## src/rtl/cla_pipe_adder.sv

```systemverilog
// rtl/cla_pipe_adder.sv - pipelined carry-lookahead adder with valid/ready handshake
//
// Computes {Cout,Sum} = A + B + Cin over WIDTH bits using a two-level lookahead
// tree: bit propagate/generate, per-BLOCK group P/G, then group carries across
// blocks. Also exports the whole-word group generate G (independent of Cin) and
// group propagate P so wider adders can be chained from this block.
//
// The arithmetic is evaluated in front of rank 0; STAGES register ranks then
// carry the result to the outputs, each rank with its own valid bit and full
// back-pressure, so latency is exactly STAGES cycles at one op per cycle.
//
// Optional feature macro: CLA_PIPE_OVF_EN adds the signed-overflow output V.
//
// Parameters:
//   WIDTH   operand/sum width, multiple of BLOCK and >= BLOCK
//   BLOCK   lookahead group size in bits (2, 4 or 8)
//   STAGES  pipeline latency in cycles (1..4)
//
// Ports:
//   Clk        clock, rising edge
//   Reset      synchronous active-high reset
//   in_valid   A/B/Cin hold an operation
//   in_ready   adder accepts an operation this cycle (0 while Reset=1)
//   A, B       operands
//   Cin        carry-in
//   out_valid  Sum/Cout/G/P(/V) hold a result
//   out_ready  consumer takes the result this cycle
//   Sum        (A+B+Cin)[WIDTH-1:0]
//   Cout       carry out of bit WIDTH-1
//   G          full-word group generate
//   P          full-word group propagate
//   V          signed overflow (CLA_PIPE_OVF_EN only)

module cla_pipe_adder #(
    parameter int WIDTH  = 16,
    parameter int BLOCK  = 4,
    parameter int STAGES = 2
) (
    input  logic             Clk,
    input  logic             Reset,
    input  logic             in_valid,
    output logic             in_ready,
    input  logic [WIDTH-1:0] A,
    input  logic [WIDTH-1:0] B,
    input  logic             Cin,
    output logic             out_valid,
    input  logic             out_ready,
    output logic [WIDTH-1:0] Sum,
    output logic             Cout,
    output logic             G,
    output logic             P
`ifdef CLA_PIPE_OVF_EN
    ,
    output logic             V
`endif
);

    localparam int NBLK = WIDTH / BLOCK;

    // Result word carried through the ranks: {[V,] Cout, G, P, Sum}
`ifdef CLA_PIPE_OVF_EN
    localparam int RW = WIDTH + 4;
`else
    localparam int RW = WIDTH + 3;
`endif

    // ------------------------------------------------------------------
    // Lookahead tree
    // ------------------------------------------------------------------
    logic [WIDTH-1:0] p_bit;
    logic [WIDTH-1:0] g_bit;
    logic [NBLK-1:0]  blk_p;
    logic [NBLK-1:0]  blk_g;
    logic [WIDTH-1:0] sum_d;
    logic             word_g;
    logic             word_p;
    logic             cout_d;
`ifdef CLA_PIPE_OVF_EN
    logic             c_msb;
    logic             v_d;
`endif
    logic [RW-1:0]    res_d;

    assign p_bit = A ^ B;
    assign g_bit = A & B;

    // Per-block group propagate/generate, folded from the LSB of the block up.
    always_comb begin : blk_pg
        logic bp;
        logic bg;
        blk_p = '0;
        blk_g = '0;
        for (int b = 0; b < NBLK; b++) begin
            bp = 1'b1;
            bg = 1'b0;
            for (int i = 0; i < BLOCK; i++) begin
                bg = g_bit[b*BLOCK+i] | (p_bit[b*BLOCK+i] & bg);
                bp = bp & p_bit[b*BLOCK+i];
            end
            blk_p[b] = bp;
            blk_g[b] = bg;
        end
    end

    // Block carries come from the group P/G only; the bit carries inside a
    // block are derived from that block's carry-in. A second chain with a
    // zero carry-in yields the word generate, which must not depend on Cin.
    always_comb begin : carry_sum
        logic blk_c;
        logic bit_c;
        logic gchain;
        sum_d  = '0;
        blk_c  = Cin;
        gchain = 1'b0;
`ifdef CLA_PIPE_OVF_EN
        c_msb  = 1'b0;
`endif
        for (int b = 0; b < NBLK; b++) begin
            bit_c = blk_c;
            for (int i = 0; i < BLOCK; i++) begin
                sum_d[b*BLOCK+i] = p_bit[b*BLOCK+i] ^ bit_c;
`ifdef CLA_PIPE_OVF_EN
                if (b*BLOCK + i == WIDTH - 1) begin
                    c_msb = bit_c;
                end
`endif
                bit_c = g_bit[b*BLOCK+i] | (p_bit[b*BLOCK+i] & bit_c);
            end
            blk_c  = blk_g[b] | (blk_p[b] & blk_c);
            gchain = blk_g[b] | (blk_p[b] & gchain);
        end
        word_g = gchain;
    end

    assign word_p = &blk_p;
    assign cout_d = word_g | (word_p & Cin);

`ifdef CLA_PIPE_OVF_EN
    assign v_d   = c_msb ^ cout_d;
    assign res_d = {v_d, cout_d, word_g, word_p, sum_d};
`else
    assign res_d = {cout_d, word_g, word_p, sum_d};
`endif

    // ------------------------------------------------------------------
    // Pipeline ranks with elastic valid/ready flow control
    // ------------------------------------------------------------------
    logic [STAGES-1:0] v_q;
    logic [STAGES-1:0] adv;
    logic [RW-1:0]     res_q [STAGES];

    // A rank may load when it is empty or when its content moves on; the
    // condition ripples back from the output so a full pipe streams freely.
    always_comb begin : advance_chain
        logic a;
        adv = '0;
        a   = !v_q[STAGES-1] || out_ready;
        adv[STAGES-1] = a;
        for (int k = STAGES - 2; k >= 0; k--) begin
            a      = !v_q[k] || a;
            adv[k] = a;
        end
    end

    assign in_ready = adv[0] && !Reset;

    for (genvar k = 0; k < STAGES; k++) begin : g_rank
        logic          v_rank_q;
        logic [RW-1:0] res_rank_q;
        logic          prev_v;
        logic [RW-1:0] prev_res;

        if (k == 0) begin : g_head
            assign prev_v   = in_valid && in_ready;
            assign prev_res = res_d;
        end else begin : g_body
            assign prev_v   = v_q[k-1];
            assign prev_res = res_q[k-1];
        end

        // Data only loads with a valid token, so bubbles never disturb the
        // held result and unqualified operand values never enter the pipe.
        always_ff @(posedge Clk) begin
            if (Reset) begin
                v_rank_q   <= 1'b0;
                res_rank_q <= '0;
            end else if (adv[k]) begin
                v_rank_q <= prev_v;
                if (prev_v) begin
                    res_rank_q <= prev_res;
                end
            end
        end

        assign v_q[k]   = v_rank_q;
        assign res_q[k] = res_rank_q;
    end

    assign out_valid = v_q[STAGES-1];

`ifdef CLA_PIPE_OVF_EN
    assign {V, Cout, G, P, Sum} = res_q[STAGES-1];
`else
    assign {Cout, G, P, Sum} = res_q[STAGES-1];
`endif

endmodule

```

## config.mk

```make
export PLATFORM = sky130hd
export DESIGN_NAME = cla_pipe_adder
export DESIGN_NICKNAME = d
export VERILOG_FILES = /design/src/rtl/cla_pipe_adder.sv
export SDC_FILE = /design/constraint.sdc
export NUM_CORES = 1
export LEC_CHECK = 0
export CORE_UTILIZATION = 45
export CTS_CLUSTER_SIZE = 16
export DETAILED_ROUTE_END_ITERATION = 7
export GPL_ROUTABILITY_DRIVEN = 0
export PLACE_DENSITY = 0.75
export SYNTH_ARGS = -nofsm -noshare
export SYNTH_HDL_FRONTEND = slang
export SYNTH_SLANG_ARGS = --single-unit
```

## constraint.sdc

```tcl
create_clock -name Clk -period 3.9 [get_ports Clk]
set_input_delay 0.78 -clock Clk [delete_from_list [all_inputs] [get_ports Clk]]
set_output_delay 0.78 -clock Clk [all_outputs]
set_load 0.01 [all_outputs]
```

# Word level (Yosys, flattened, before mapping)
# Index checks and enable logic that the tools add are counted.
# classes
n_bitwise	92
reduce_logical	10
# ops
op	n
bitwise AND 1 bit	43
bitwise OR 1 bit	31
bitwise AND 16 bit	1
XOR 1 bit	16
XOR 16 bit	1
AND reduction 2 bit	2
AND reduction 4 bit	1
zero test 1 bit	3
logical AND 1 bit	2
logical OR 1 bit	2
# totals
regBits	40
input_bits	37
output_inout_bits	21

# Longest topological paths before layout
# depth
ltp_word	19
depth_mapped	10
ltp_nobuf	10

# Worst setup path before layout
# No wires, ideal clock.
# synth_timing
path_kind	input -> register
startpoint	in A[7]
endpoint	reg g_rank[0].res_rank_q[15]
arrival_ns	3.251
t_required_ns	3.770
path_slack_ns	0.519
path_stages	10
path_buffers	0
cell_sequence	ha_1 > and3_1 > a221o_1 > a31oi_1 > o21bai_1 > fa_1 > fa_1 > fa_1 > xnor2_1 > o21ai_0
# synth_between
elab_chain_len	13
word_cells_on_any_way	16
cone_classes	bitwise (16)
# synth_lines
item	line	rtl
start: declaration	43	input logic [WIDTH-1:0] A,
XOR 16 bit	84	assign p_bit = A ^ B;
bitwise AND 1 bit, on equally long branches	97, 98	
bitwise OR 1 bit / bitwise AND 1 bit (equally long branches)	97, 129	
bitwise OR 1 bit *	129	blk_c = blk_g[b] | (blk_p[b] & blk_c);
bitwise AND 1 bit *	129	
bitwise OR 1 bit *	129	
bitwise AND 1 bit *	127	bit_c = g_bit[b*BLOCK+i] | (p_bit[b*BLOCK+i] & bit_c);
bitwise OR 1 bit *	127	
bitwise AND 1 bit *	127	
bitwise OR 1 bit *	127	
bitwise AND 1 bit *	127	
bitwise OR 1 bit *	127	
XOR 1 bit *	121	sum_d[b*BLOCK+i] = p_bit[b*BLOCK+i] ^ bit_c;
end signal: assignment	190	res_rank_q <= prev_res;
end: declaration	169	logic [RW-1:0] res_rank_q;
# Every way passes the cells marked *; elsewhere a longest branch is shown, timed or not.
# A chain may end at the register's enable or synchronous reset.

# Worst setup path after layout
# layout_timing
startpoint	in A[6]
endpoint	reg g_rank[0].res_rank_q[15]
# layout_between
elab_chain_len	15
word_cells_on_any_way	19
cone_classes	bitwise (19)
# layout_lines
item	line	rtl
XOR 16 bit	84	
bitwise AND 1 bit	97	bg = g_bit[b*BLOCK+i] | (p_bit[b*BLOCK+i] & bg);
bitwise OR 1 bit	97	
bitwise AND 1 bit	97	
bitwise OR 1 bit	97	
bitwise OR 1 bit *	129	
bitwise AND 1 bit *	129	
bitwise OR 1 bit *	129	
bitwise AND 1 bit *	127	
bitwise OR 1 bit *	127	
bitwise AND 1 bit *	127	
bitwise OR 1 bit *	127	
bitwise AND 1 bit *	127	
bitwise OR 1 bit *	127	
XOR 1 bit *	121	
# Marked as above.

==> impl_metrics.py <==
metrics = {
    "pwr": {
        "pwr-share-seq": 0.474,
        "intPower_mw": 0.708,
        "power.share.switching": 0.262,
        "totalPowerFinal_mw": 0.959,
        "p_comb_frac": 0.223,
        "p_clk_frac": 0.303,
        "powerDensity_mw_per_mm2": 334,
        "switching_power_mw": 0.251,
        "peakVddDrop_mv": 0.123,
        "power_leakage_nw": 1.14,
    },
    "sta": {
        "fin_setup_tns_ns": 0,
        "rsz0062_at_grt": "false",
        "clock_skew_ns": 0.00727,
        "period_share": 0.926,
        "min_period_ns": 3.61,
        "max_freq_mhz": 277,
        "timing.hold.ws_ns": 0.451,
        "max-slew-margin-rel": 0.555,
        "setup_ws_ns": 0.288,
        "worst_slew_pin_slew_ns": 0.667,
        "finalSetupViolations": 0,
        "finalHoldViolations": 0,
        "drv_slew": 0,
    },
    "grt": {
        "antenna_found_initial": 0,
        "grt_max_degree": 42,
        "first_global_vias": 1714,
        "gr-total-overflow": 0,
        "grt_pass1_wl_mm": 7.46,
        "grt_use_total": 0.185,
    },
    "finish": {
        "antenna_cells": 0,
        "layout-drive-gt1-share": 0.0664,
        "area_delta_synth_final_pct": 35.4,
        "fin_area_sq_mm": 0.00288,
        "fillers": 400,
        "nNetsFinal": 366,
        "fin_cells": 353,
        "fin_util": 0.647,
    },
    "place": {
        "dp_cells": 346,
        "pre_cts_ws_ns": -0.0256,
        "post-dp-hpwl_mm": 3.27,
        "port_buffers": 57,
        "dpl_cell_area_sq_mm": 0.00278,
    },
    "synthesis": {
        "synth_area_leaders": "dfxtp_1 38%, nand2_1 11%, fa_1 11%, ha_1 9.4%, a21oi_1 6.1%",
        "yosys.cell_types.count": 32,
        "ys_ff_latch": 40,
        "syn_nets": 304,
        "synth.most_common_cell": "nand2_1",
        "async_reset_ff_frac": 0,
        "ys_warn_count": 0,
        "synth_area_sq_mm": 0.00212,
        "synthFlopType": "dfxtp_1",
        "yosysTopAreaCell": "dfxtp_1",
        "netlist_instances": 239,
        "synth_top_area_share": 0.377,
        "syn_avg_cell_area_sq_um": 8.88,
        "synth_seq_area_share": 0.377,
        "synthTopCellsByCount": "65 x nand2_1, 40 x dfxtp_1, 26 x a21oi_1",
        "synth_edf_count": 0,
    },
    "clocking": {
        "worstSkewPairLatency_ns": 0.29,
        "cts_resized": 0,
        "cts_tree": "done",
        "cts_sinks": 40,
        "cts_root_buffer": "clkbuf_8",
        "numCtsBuffers": 5,
        "cts_hold_buf": 0,
        "h-tree-depth": 2,
        "cts_buffer_depth": 2,
        "clkSlewWorstSetupHoldPaths_ns": 0.08,
        "postCtsSetupRepairBufs": 0,
    },
    "setup_path": {
        "cp_num_buf_inv": 1,
        "critPathArrivalTime_ns": 3.80,
        "endpoint_kind": "register",
        "critical_path.startpoint_type": "input pin",
        "cp_top_family": "adder cells",
        "critical_path.cell_chain": "clkdlybuf4s50_1 > ha_1 > and3_1 > a221o_1 > a31oi_1 > o21bai_1 > fa_1 > fa_1 > fa_1 > xnor2_1 > o21ai_0",
        "path_class": "input pin to register",
        "max_stage_delay_ns": 0.44,
        "crit_fanout": 3,
        "critPathSlowestCell": "clkdlybuf4s50_1",
        "crit_cells": 11,
        "cp.required_ns": 4.08,
        "crit_path_frequent_cell": "fa_1",
        "reg2reg_depth": 4,
    },
    "die": {
        "dieHeight_microns": 70.7,
        "core_sq_mm": 0.00444,
        "start_util": 0.478,
        "ios": 58,
        "die_w_microns": 70.7,
        "core.rowCount": 24,
        "die-area_sq_mm": 0.00500,
    },
    "route": {
        "via_per_inst": 5.07,
        "dr.pass1.iters": 6,
        "wl_per_cell_microns": 12.0,
        "antenna_left": 0,
        "route.vias.total": 1791,
        "drc": 9,
        "routed_wl_mm": 4.22,
        "drt_iter0_drc": 129,
    },
    "run_status": {
        "outcome": "finished, violations left",
        "violations": "DRC",
    },
    "run": {
        "maxCapViolations": 0,
    },
    "min_path": {
        "hold_class": "register to register",
        "hold_path_depth": 2,
    },
}
## worst reg2reg max path, stage by stage (launching register included)
cell	delay, ns
dfxtp_1	0.33
nand3b_1	0.11
and2_1	0.53
nand3_1	0.15
a311oi_1	0.28
## cells in the final DEF, fill, tap and decap left out, types with 2 or more instances in the layout
cell type	instances
a211oi_1	2
xnor2_1	4
nor2_1	8
nand3b_1	16
inv_1	10
clkdlybuf4s50_1	57
nand2_1	65
a21oi_1	26
clkbuf_8	7
o21ai_0	5
nand3_1	3
fa_1	12
nand4_1	2
and2_1	2
ha_1	16
o221ai_1	2
dfxtp_1	40
buf_4	9
## power by group through the flow
stage / logic [mW] / clock network [mW] / registers (mW)
2_1_floorplan: 0.116 / 0 / 0.464
3_3_place_gp: 0.210 / 0 / 0.464
3_5_place_dp: 0.214 / 0 / 0.464
4_1_cts: 0.215 / 0.295 / 0.455
5_1_grt: 0.241 / 0.313 / 0.458
6_report: 0.213 / 0.291 / 0.455
## flip-flops by register name, indices dropped and copies added (netlist names)
| signal | count |
|---|---|
| g_rank.v_rank_q | 1 |
| out_valid | 1 |
| g_rank.res_rank_q | 38 |
## metal layers
metal  vias up  part of all wire  track usage
li1        926                 -            -
met5         -                 0            0
met1       808              0.50        0.250
met2        50              0.44        0.294
met3         7             0.046       0.0413
met4         0             0.014       0.0667
## logic make-up after synthesis
| family | count (synthesis) | synth area share |
|---|---|---|
| buffers and inverters | 21 | 0.0401 |
| adder cells (fa/ha/maj) | 28 | 0.207 |
| flip-flops | 40 | 0.377 |
| XOR/XNOR | 4 | 0.0165 |
| AO/OA/AOI/OAI | 43 | 0.121 |
| AND/OR/NAND/NOR | 103 | 0.237 |
## cell type report
type	count	area, sq um	area share
clock buffer	7	96.3	0.0335
timing repair buffer	66	638	0.222
sequential	40	801	0.279
inverter	10	37.5	0.0131
tap	52	65.1	0.0226
multi-input combinational	178	1240	0.430
## worst paths after layout
check / from / endpoint / slack [ns]
min reg2reg: g_rank[1].res_rank_q[8] / g_rank[1].res_rank_q[8] / 0.45
max: A[6] / g_rank[0].res_rank_q[15] / 0.29
min: g_rank[1].res_rank_q[8] / g_rank[1].res_rank_q[8] / 0.45
max reg2reg: g_rank[0].v_rank_q / g_rank[0].res_rank_q[18] / 2.42
(Power assumes the default switching activity.)
